**src/rtl/debounce_pkg.sv**
```systemverilog
// -----------------------------------------------------------------------------
// debounce_pkg
// Shared types and defaults for the DIP-switch debouncer.
//   deb_state_t              : debouncer FSM state encoding
//   DEBOUNCE_CYCLES_DEFAULT  : 10 ms stability window at 100 MHz
//   SYNC_STAGES_DEFAULT      : two-flop synchronizer
// -----------------------------------------------------------------------------
package debounce_pkg;

    typedef enum logic [1:0] {
        ST_LO  = 2'd0,  // accepted level is 0, input agrees
        CHK_HI = 2'd1,  // input went to 1, qualifying
        ST_HI  = 2'd2,  // accepted level is 1, input agrees
        CHK_LO = 2'd3   // input went to 0, qualifying
    } deb_state_t;

    localparam int DEBOUNCE_CYCLES_DEFAULT = 1_000_000;
    localparam int SYNC_STAGES_DEFAULT     = 2;

endpackage

```
**src/rtl/bit_sync.sv**
```systemverilog
// -----------------------------------------------------------------------------
// bit_sync
// Multi-flop synchronizer bringing one asynchronous bit into the clk domain.
// All stages clear to 0 on reset.
// Ports:
//   clk  : clock
//   rst  : synchronous active-high reset
//   i_d  : asynchronous input bit
//   o_q  : synchronized bit (output of the last stage)
// Parameters:
//   SYNC_STAGES : number of flops in the chain (>= 2)
// -----------------------------------------------------------------------------
module bit_sync #(
    parameter int SYNC_STAGES = 2
) (
    input  logic clk,
    input  logic rst,
    input  logic i_d,
    output logic o_q
);

    logic [SYNC_STAGES-1:0] sync_q;
    logic [SYNC_STAGES-1:0] sync_d;

    // Stage 0 captures the raw input; each later stage copies its predecessor.
    assign sync_d[0] = i_d;

    generate
        for (genvar gi = 1; gi < SYNC_STAGES; gi++) begin : g_stage
            assign sync_d[gi] = sync_q[gi-1];
        end
    endgenerate

    always_ff @(posedge clk) begin
        if (rst) begin
            sync_q <= '0;
        end else begin
            sync_q <= sync_d;
        end
    end

    assign o_q = sync_q[SYNC_STAGES-1];

endmodule

```
**src/rtl/dip_debounce.sv**
```systemverilog
// -----------------------------------------------------------------------------
// dip_debounce
// Synchronizes and debounces a raw DIP-switch level. A new level is accepted
// only after the synchronized input has held it for DEBOUNCE_CYCLES cycles;
// any bounce during qualification restarts the count from zero.
// Ports:
//   clk    : 100 MHz system clock
//   rst    : synchronous active-high reset
//   i_dip  : raw, asynchronous, bouncy switch level
//   o_dip  : debounced level (registered)
//   o_rise : one-cycle pulse coincident with o_dip going 0->1
//   o_fall : one-cycle pulse coincident with o_dip going 1->0
// Parameters:
//   DEBOUNCE_CYCLES : stability window in cycles (>= 1)
//   SYNC_STAGES     : synchronizer depth (>= 2)
// Build option:
//   DIP_EDGE_PULSE_EN : when defined, o_rise/o_fall are generated; otherwise
//                       both are tied to 0 and no edge registers exist.
// Latency from input edge to o_dip change: SYNC_STAGES + DEBOUNCE_CYCLES + 1.
// -----------------------------------------------------------------------------
module dip_debounce
    import debounce_pkg::*;
#(
    parameter int DEBOUNCE_CYCLES = DEBOUNCE_CYCLES_DEFAULT,
    parameter int SYNC_STAGES     = SYNC_STAGES_DEFAULT
) (
    input  logic clk,
    input  logic rst,
    input  logic i_dip,
    output logic o_dip,
    output logic o_rise,
    output logic o_fall
);

    localparam int                 CNT_W    = $clog2(DEBOUNCE_CYCLES + 1);
    // Count value on which the pending level is accepted; the counter also
    // saturates here so it can never wrap.
    localparam logic [CNT_W-1:0]   CNT_TERM = CNT_W'(DEBOUNCE_CYCLES - 1);

    logic             s;
    deb_state_t       state_q, state_d;
    logic [CNT_W-1:0] cnt_q, cnt_d;
    logic             o_dip_q, o_dip_d;
    logic             accept_rise;
    logic             accept_fall;

    bit_sync #(
        .SYNC_STAGES (SYNC_STAGES)
    ) u_sync (
        .clk (clk),
        .rst (rst),
        .i_d (i_dip),
        .o_q (s)
    );

    // Next-state logic. The first cycle s differs from the accepted level
    // enters the CHK state with cnt=0, so acceptance lands on the
    // DEBOUNCE_CYCLES+1-th edge after the change.
    always_comb begin
        state_d     = state_q;
        cnt_d       = cnt_q;
        accept_rise = 1'b0;
        accept_fall = 1'b0;

        case (state_q)
            ST_LO: begin
                if (s) begin
                    state_d = CHK_HI;
                    cnt_d   = '0;
                end
            end
            CHK_HI: begin
                if (!s) begin
                    state_d = ST_LO;  // glitch: drop back silently
                end else if (cnt_q == CNT_TERM) begin
                    state_d     = ST_HI;
                    accept_rise = 1'b1;
                end else if (cnt_q < CNT_TERM) begin
                    cnt_d = cnt_q + CNT_W'(1);
                end
            end
            ST_HI: begin
                if (!s) begin
                    state_d = CHK_LO;
                    cnt_d   = '0;
                end
            end
            CHK_LO: begin
                if (s) begin
                    state_d = ST_HI;  // glitch: drop back silently
                end else if (cnt_q == CNT_TERM) begin
                    state_d     = ST_LO;
                    accept_fall = 1'b1;
                end else if (cnt_q < CNT_TERM) begin
                    cnt_d = cnt_q + CNT_W'(1);
                end
            end
            default: begin
                state_d = ST_LO;
                cnt_d   = '0;
            end
        endcase
    end

    // Output level only moves on an accepted transition.
    always_comb begin
        o_dip_d = o_dip_q;
        if (accept_rise) begin
            o_dip_d = 1'b1;
        end else if (accept_fall) begin
            o_dip_d = 1'b0;
        end
    end

    always_ff @(posedge clk) begin
        if (rst) begin
            state_q <= ST_LO;
            cnt_q   <= '0;
            o_dip_q <= 1'b0;
        end else begin
            state_q <= state_d;
            cnt_q   <= cnt_d;
            o_dip_q <= o_dip_d;
        end
    end

    assign o_dip = o_dip_q;

`ifdef DIP_EDGE_PULSE_EN
    // Pulses register the same acceptance condition as o_dip, so they are
    // aligned with the level change and mutually exclusive by construction.
    logic rise_q;
    logic fall_q;

    always_ff @(posedge clk) begin
        if (rst) begin
            rise_q <= 1'b0;
            fall_q <= 1'b0;
        end else begin
            rise_q <= accept_rise;
            fall_q <= accept_fall;
        end
    end

    assign o_rise = rise_q;
    assign o_fall = fall_q;
`else
    assign o_rise = 1'b0;
    assign o_fall = 1'b0;
`endif

endmodule

```
**config.mk**
```make
export PLATFORM = sky130hd
export DESIGN_NAME = dip_debounce
export DESIGN_NICKNAME = d
export VERILOG_FILES = /design/src/rtl/debounce_pkg.sv /design/src/rtl/bit_sync.sv /design/src/rtl/dip_debounce.sv
export SDC_FILE = /design/constraint.sdc
export NUM_CORES = 1
export LEC_CHECK = 0
export CORE_MARGIN = 10
export CORE_UTILIZATION = 58
export DETAILED_ROUTE_END_ITERATION = 7
export PLACE_DENSITY = 0.75
export SYNTH_ARGS = -nofsm -noshare
export SYNTH_HDL_FRONTEND = slang
export SYNTH_SLANG_ARGS = --single-unit
```
**constraint.sdc**
```tcl
create_clock -name clk -period 2.14 [get_ports clk]
set_input_delay 0.321 -clock clk [delete_from_list [all_inputs] [get_ports clk]]
set_output_delay 0.321 -clock clk [all_outputs]
set_load 0.01 [all_outputs]
```
==> results.yml, run 1 <==
global_route:
  grt_pass1_wl_um: 5880
  grt_start_max_net_pins: 25
  grt.total_usage_pct: 16.0
  grt_pass1_vias: 1263
  grt_remaining_overflow: 0
  antenna_found_initial: 0
place:
  dp.cells: 201
  place.gp.congestion: 1.01
  hpwl_um: 2520
  port-buffer-count: 3
routing:
  dr.pass1.iters: 4
  wl_per_cell_um: 16.1
  drt_iter0_markers: 150
  drcViolationCount: 0
  vias_per_cell: 6.69
  ant_nets: 0
  via_count: 1371
  wirelength_um: 3290
floorplan:
  rows: 17
  die_w_um: 68.2
  die_h_um: 68.2
  start_util_pct: 60.9
  coreArea_um2: 2210
  top_level_ports: 6
  die_area_um2: 4650
critical_path:
  reg2reg_depth: 5
  path_cells: "o31ai_1 -> a31oi_1 -> a21o_4 -> or4_1 -> a21oi_1"
  critical_path_peak_fanout: 24
  worstSetupEndpointType: "register"
  critical_path_required_ns: 2.41
  rrSetupSlack_ns: 0.18
  cpLargestDelayFamily: "compound AO/OA/AOI/OAI gates"
  crit_buf_inv: 0
  worstPathArrival_ns: 2.23
  path_class: "register to register"
  crit_path_start_kind: "register"
  r2r-start: "cnt_q[6]"
  r2r-end: "cnt_q[3]"
  slowest_delay_ns: 0.52
  crit_path_top_delay_cell: "or4_1"
clocking:
  cts_max_path_buffers: 2
  clk_latency_ns: 0.33
  path_clk_slew_ns: 0.14
  htree_levels: 1
  cts_hold_buf: 0
  cts_buffers: 3
  clkSinkCount: 25
  root_buffer: "clkbuf_4"
  cts_tree: "built"
synthesis:
  synthArstFlopShare_pct: 0
  synth_largest_area_cell: "dfxtp_1"
  synth-seq-area-share_pct: 37.1
  synthCells: 164
  ys_seq_elements: 25
  synthDominantCellAreaShare_pct: 37.1
  syn_avg_cell_area_um2: 8.22
  synthFlopType: "dfxtp_1"
  yosysUniqueCellTypes: 46
  synth_area_um2: 1350
  synth-edff-count: 0
  synth_area_leaders: "dfxtp_1, a21oi_1, o31ai_1"
  ys_warn_count: 0
finish:
  final_cell_mix: "dfxtp_1, a21oi_1, nand2_1, buf_4"
  finalNetCount: 182
  drive_above_1_share_pct: 11.9
  area_growth_pct: 11.6
  fin_util_pct: 68.0
  diodes: 0
  instances_no_fill: 205
  final_common_cell: "dfxtp_1"
sta:
  setup_viol: 0
  setup_tns_ns: 0
  fmax_mhz: 510
  final.min_clock_period_ns: 1.96
  maxSlewViolCount: 0
  max_slew.worst_pin.slew_ns: 0.547
  rsz0062_at_grt: "false"
  timing.final.crit_share_pct: 91.6
  finalClockSkew_ns: 0.00171
  finalHoldViolCount: 0
  slew_headroom_pct: 63.2
hold_path:
  hold-path-endpoint: "u_sync.sync_q[1]"
  min-delay-start: "u_sync.sync_q[0]"
  hp-class: "register to register"
  min_delay_path_depth: 1
pwr:
  power_density_nw_per_um2: 499
  power_mw: 0.750
  p_leak_nw: 0.474
  peakVddDrop_mv: 0.376
run:
  drv_cap: 0
run_status:
  status: "completed"
## timing repair
item / CTS / global route
resized for setup: 0 / 2
buffers inserted: 0 / 0
endpoints found under the setup margin: 0 / 7
## layer usage
metal  vias up  share of wire [%]  global-route usage, %  wire, um
li1        667                  -                      -         -
met1       650                 46                   21.9      1510
met2        46                 46                   23.7      1510
met3         8                6.2                   2.28       205
met4         0                2.0                   8.29        65
met5         -                  0                      0         0
## flip-flops by register name, summed over array words and instances (netlist names), named ones only
name / cells
o_dip: 1
cnt_q: 20
u_sync.sync_q: 2
state_q: 1
## per-stage QoR
step           setup WS (ns)  area [um^2]  hold slack, ns
2_1_floorplan          0.267         1350           0.390
3_3_place_gp           0.165         1470           0.417
3_5_place_dp           0.107         1470           0.429
4_1_cts               0.0512         1500           0.459
5_1_grt               0.0258         1500           0.466
6_report               0.181         1500           0.455
## power breakdown
group,internal (mW),switching (mW),total (mW)
Clock,0.0732,0.148,0.221
Sequential,0.471,0.00468,0.476
Combinational,0.0227,0.0305,0.0532
Total,0.567,0.183,0.750
## Yosys cell counts, types with 4 or more instances
master / n
or4_1: 8
o31ai_1: 10
a21oi_1: 15
o21ai_0: 5
or3_1: 5
clkbuf_1: 4
nand2_1: 14
a31oi_1: 4
nor2_1: 10
nor4_1: 4
dfxtp_1: 25
nand4_1: 9
nand3_1: 7
## layout make-up
cell class                      instances  area, um^2
Inverter                                3        11.3
Timing Repair Buffer                   17         135
Multi-Input combinational cell        128         796
Tap cell                               28        35.0
Clock buffer                            4        26.3
Sequential cell                        25         500
Fill cell                             209         708
## cell families after synthesis
| group | after synthesis | share of synthesized area, % |
|---|---|---|
| AO/OA/AOI/OAI | 51 | 25.4 |
| XOR/XNOR | 2 | 1.30 |
| adder cells (fa/ha/maj) | 1 | 0.928 |
| buffers and inverters | 12 | 4.64 |
| flip-flops | 25 | 37.1 |
| other | 1 | 0.278 |
| AND/OR/NAND/NOR | 72 | 30.3 |
## worst max-delay path by stage
| stage | cells past startpoint | startpoint | endpoint | slack, ns |
|---|---|---|---|---|
| 2_1_floorplan | 6 | cnt_q[1] | cnt_q[16] | 0.27 |
| 3_3_place_gp | 5 | cnt_q[6] | cnt_q[6] | 0.16 |
| 3_5_place_dp | 5 | cnt_q[6] | cnt_q[16] | 0.11 |
| 4_1_cts | 5 | cnt_q[6] | cnt_q[3] | 0.05 |
| 5_1_grt | 5 | cnt_q[6] | cnt_q[17] | 0.03 |
| 6_report | 5 | cnt_q[6] | cnt_q[3] | 0.18 |
Power figures use the tool's default switching activity.
==> run 2: changes to the inputs <==
- PLACE_DENSITY: 0.75 -> 0.77
==> run 2 against run 1 <==
Compared with the run above: sequential share of layout area down 0.083 points; worst setup slack worse by 0.072 ns; highest routed layer unchanged; critical path depth up 1; maximum frequency down 3.6%; clock power shrank 5%; global-route usage is 1.2 points lower; first-iteration DRC count is 22% lower; sequential power about the same; final cell count down 0.98%; sequential cell count unchanged; core utilization up 0.34 points.
==> results.yml, run 2 (synthesized netlist as in run 1, its figures left out) <==
run_status:
  status: "completed"
critical_path:
  critical_path_peak_fanout: 7
  crit_path_top_delay_cell: "or4_1"
  critical_path_required_ns: 2.40
  crit_buf_inv: 0
  crit_path_start_kind: "register"
  reg2reg_depth: 6
  r2r-end: "cnt_q[12]"
  cpLargestDelayFamily: "simple AND/OR/NAND/NOR gates"
  slowest_delay_ns: 0.42
  worstPathArrival_ns: 2.29
  worstSetupStartpoint: "cnt_q[0]"
  worstSetupEndpointType: "register"
  path_class: "register to register"
  rrSetupSlack_ns: 0.11
  path_cells: "ha_2 -> nand4_1 -> nor3_1 -> nand3_1 -> or4_1 -> a21oi_1"
  r2r-start: "cnt_q[0]"
routing:
  via_count: 1344
  vias_per_cell: 6.62
  wl_per_cell_um: 16.1
  drt_iter0_markers: 117
  dr.pass1.iters: 4
  wirelength_um: 3260
  drcViolationCount: 0
  ant_nets: 0
pwr:
  peakVddDrop_mv: 0.395
  p_leak_nw: 0.468
  power_density_nw_per_um2: 490
  power_mw: 0.740
global_route:
  grt_pass1_wl_um: 5470
  grt_remaining_overflow: 0
  grt_pass1_vias: 1164
  grt.total_usage_pct: 14.8
  antenna_found_initial: 0
  grt_start_max_net_pins: 14
clocking:
  clkSinkCount: 25
  cts_setup_buffers: 0
  cts_max_path_buffers: 2
  htree_levels: 1
  cts_buffers: 3
  cts_hold_buf: 0
  clk_latency_ns: 0.32
  cts_tree: "built"
  path_clk_slew_ns: 0.14
  root_buffer: "clkbuf_4"
floorplan:
  die_h_um: 68.2
  die_w_um: 68.2
  top_level_ports: 6
  coreArea_um2: 2210
  start_util_pct: 60.9
  rows: 17
  die_area_um2: 4650
sta:
  fmax_mhz: 492
  finalClockSkew_ns: 0.00773
  setup_viol: 0
  maxSlewViolCount: 0
  timing.final.crit_share_pct: 94.9
  final.min_clock_period_ns: 2.03
  slew_headroom_pct: 52.7
  finalHoldViolCount: 0
  max_slew.worst_pin.slew_ns: 0.704
  rsz0062_at_grt: "false"
  setup_tns_ns: 0
finish:
  final_cell_mix: "dfxtp_1, a21oi_1, nand2_1"
  finalNetCount: 180
  largest_reg_flops: 20
  fin_util_pct: 68.3
  final_cell_area_um2: 1510
  largestRegisters: "cnt_q x20, u_sync.sync_q x2"
  final_common_cell: "dfxtp_1"
  drive_above_1_share_pct: 13.1
  diodes: 0
  area_growth_pct: 12.2
  regMostFlops: "cnt_q"
place:
  dpl_cell_area_um2: 1460
  hpwl_um: 2420
  port-buffer-count: 3
  place.gp.congestion: 0.928
hold_path:
  hold-path-endpoint: "u_sync.sync_q[1]"
  min_delay_path_depth: 1
  hp-class: "register to register"
  min-delay-start: "u_sync.sync_q[0]"
run:
  drv_cap: 0
## run 2: repair_timing
action,CTS,global route
endpoints found under the setup margin,1,9
endpoints found under the hold margin,0,0
gates resized for setup,1,5
## run 2: power breakdown
group	switching (mW)	leakage (nW)	internal [mW]
sequential	0.00495	0.202	0.471
clock	0.138	0.0150	0.0729
combinational	0.0305	0.251	0.0228
total	0.173	0.468	0.567
## run 2: area by class of cell
class | count | area [um^2]
Fill cell | 184 | 701
Clock buffer | 4 | 26.3
Multi-Input combinational cell | 128 | 817
Timing Repair Buffer | 15 | 120
Sequential cell | 25 | 502
Inverter | 3 | 11.3
Tap cell | 28 | 35.0
## run 2: through the flow
step / hold slack [ns] / std cells / setup WS, ns
2_1_floorplan: 0.390 / 165 / 0.267
6_report: 0.480 / 203 / 0.108
4_1_cts: 0.480 / 203 / 0.0480
3_3_place_gp: 0.427 / 199 / 0.130
3_5_place_dp: 0.454 / 199 / 0.0152
5_1_grt: 0.498 / 203 / 0.0144
## run 2: worst max path at each step
stage	to	slack [ns]	cells past startpoint
floorplan	cnt_q[16]	0.27	6
finish	cnt_q[12]	0.11	6
CTS	cnt_q[12]	0.05	6
detailed placement	cnt_q[16]	0.02	6
global route	cnt_q[12]	0.01	6
global placement	cnt_q[16]	0.13	6
## run 2: per-layer routing
layer	up-vias	wire, um	GRT usage [%]
li1	662	-	-
met1	618	1440	20.7
met2	62	1560	23.7
met3	2	245	1.96
met4	0	16	2.51
met5	-	0	0
## run 2: worst register-to-register path: stages (launching register included)
cell and delay (ns):
dfxtp_2 0.41, ha_2 0.26, nand4_1 0.18, nor3_1 0.41, nand3_1 0.15, or4_1 0.42
a21oi_1 0.14
==> run 3: changes to the inputs <==
- CELL_PAD_IN_SITES_DETAIL_PLACEMENT: unset -> 0
- CELL_PAD_IN_SITES_GLOBAL_PLACEMENT: unset -> 2
- CORE_UTILIZATION: 58 -> 36
- PLACE_DENSITY: 0.77 -> unset
- PLACE_DENSITY_LB_ADDON: unset -> 0.1
==> run 3 against run 2 <==
Compared with the run above: first-iteration DRC count fell by 30%; die area increased by 42%; global-route usage decreased by 3.2 points; register-to-register slack hardly changed; sequential share of layout area down 1.8 points; combinational power is essentially flat; cell area grew 5.5%; critical path type unchanged; critical endpoint is now cnt_q[13]; highest routed layer unchanged.
==> results.yml, run 3 (synthesized netlist as in run 1, its figures left out) <==
finish:
  fin_util_pct: 43.9
  multi_input_area_um2: 808
  finalNetCount: 186
  instances_no_fill: 229
  largestRegisters: "cnt_q x20, u_sync.sync_q x2"
  final_cell_mix: "dfxtp_1, buf_4, a21oi_1"
  largest_reg_flops: 20
  regMostFlops: "cnt_q"
  area_growth_pct: 18.3
  drive_above_1_share_pct: 16.6
  final_common_cell: "dfxtp_1"
  fill_cells: 381
  regArea_um2: 500
  diodes: 0
  final_cell_area_um2: 1590
run:
  drv_cap: 0
floorplan:
  start_util_pct: 37.1
  coreArea_um2: 3630
  rows: 22
  die_h_um: 81.2
  top_level_ports: 6
  die_area_um2: 6590
  die_w_um: 81.2
pwr:
  sw_frac_of_total_pct: 23.9
  p_comb_share_pct: 6.5
  internal_power_mw: 0.625
  switchingPower_mw: 0.196
  pwr-share-seq_pct: 57.9
  p_leak_nw: 0.487
  power_density_nw_per_um2: 515
  peakVddDrop_mv: 0.266
  clkPwrFrac_pct: 35.6
clocking:
  cts_tree: "built"
  clk_latency_ns: 0.27
  clkSinkCount: 25
  htree_levels: 1
  cts_max_path_buffers: 2
  root_buffer: "clkbuf_8"
  cts_buffers: 3
  path_clk_slew_ns: 0.10
sta:
  setup_tns_ns: 0
  slew_headroom_pct: 51.4
  timing.final.crit_share_pct: 95.3
  hold_ws_ns: 0.448
  maxSlewViolCount: 0
  finalClockSkew_ns: 0.00676
  finalHoldViolCount: 0
  max_slew.worst_pin.slew_ns: 0.725
  final.min_clock_period_ns: 2.04
  setup_viol: 0
  fmax_mhz: 490
global_route:
  grt_remaining_overflow: 0
  grt.total_usage_pct: 11.5
  antenna_found_initial: 0
  grt_start_max_net_pins: 19
  grt_pass1_vias: 1286
  grt_pass1_wl_um: 6110
critical_path:
  reg2reg_depth: 6
  cpLargestDelayFamily: "simple AND/OR/NAND/NOR gates"
  path_depth: 6
  path_cells: "nor4b_1 -> nand4_1 -> buf_4 -> or2_2 -> a31oi_1 -> a311oi_1"
  critical_path_peak_fanout: 7
  crit_buf_inv: 1
  worstSetupEndpointType: "register"
  crit_path_start_kind: "register"
  worstPathArrival_ns: 2.19
  slowest_delay_ns: 0.42
  path_class: "register to register"
  critical_path_required_ns: 2.29
  crit_path_top_delay_cell: "nor4b_1"
routing:
  wirelength_um: 3600
  drt_iter0_markers: 82
  drcViolationCount: 0
  via_count: 1344
  wl_per_cell_um: 15.7
  vias_per_cell: 5.87
  ant_nets: 0
  dr.pass1.iters: 4
place:
  port-buffer-count: 3
  hpwl_um: 2700
  dp.cells: 223
  dpl_cell_area_um2: 1510
  place.gp.congestion: 0.872
run_status:
  status: "completed"
hold_path:
  hp-class: "register to register"
  min_delay_path_depth: 1
[run 3: layout make-up]
cell class                      instances  share of cell area [%]
Timing Repair Buffer                   21                    10.4
Clock inverter                          1                   0.471
Multi-Input combinational cell        128                    50.7
Tap cell                               48                    3.77
Sequential cell                        25                    31.4
Inverter                                3                   0.706
Clock buffer                            3                    2.59
[run 3: path summary, 6_finish.rpt]
check	from	end	slack (ns)
worst max-delay path	cnt_q[6]	cnt_q[13]	0.10
worst min-delay path	u_sync.sync_q[0]	u_sync.sync_q[1]	0.45
worst max register to register	cnt_q[6]	cnt_q[13]	0.10
worst min register to register	u_sync.sync_q[0]	u_sync.sync_q[1]	0.45
[run 3: metrics by stage]
| step | worst slack, ns | total power, mW |
|---|---|---|
| global route | -0.00229 | 0.861 |
| detailed placement | 0.113 | 0.539 |
| finish | 0.100 | 0.821 |
| CTS | 0.0886 | 0.833 |
| global placement | 0.178 | 0.539 |
| floorplan | 0.267 | 0.515 |
[run 3: per-layer routing]
metal	wire length, um	GRT usage (%)	vias up
met3	123	2.32	6
met4	42	3.63	0
met1	1710	14.1	646
met2	1720	19.7	25
li1	-	-	667
met5	0	0	-
[run 3: power by group through the flow]
stage / registers, mW / clock network (mW) / logic, mW
6_report: 0.475 / 0.292 / 0.0532
2_1_floorplan: 0.487 / 0 / 0.0284
3_3_place_gp: 0.486 / 0 / 0.0528
4_1_cts: 0.475 / 0.304 / 0.0537
5_1_grt: 0.476 / 0.327 / 0.0584
3_5_place_dp: 0.486 / 0 / 0.0533
[run 3: repair_timing]
action / CTS / global route
setup buffers: 0 / 2
endpoints found under the setup margin: 0 / 9
resized for setup: 0 / 5
hold buffers: 0 / 0
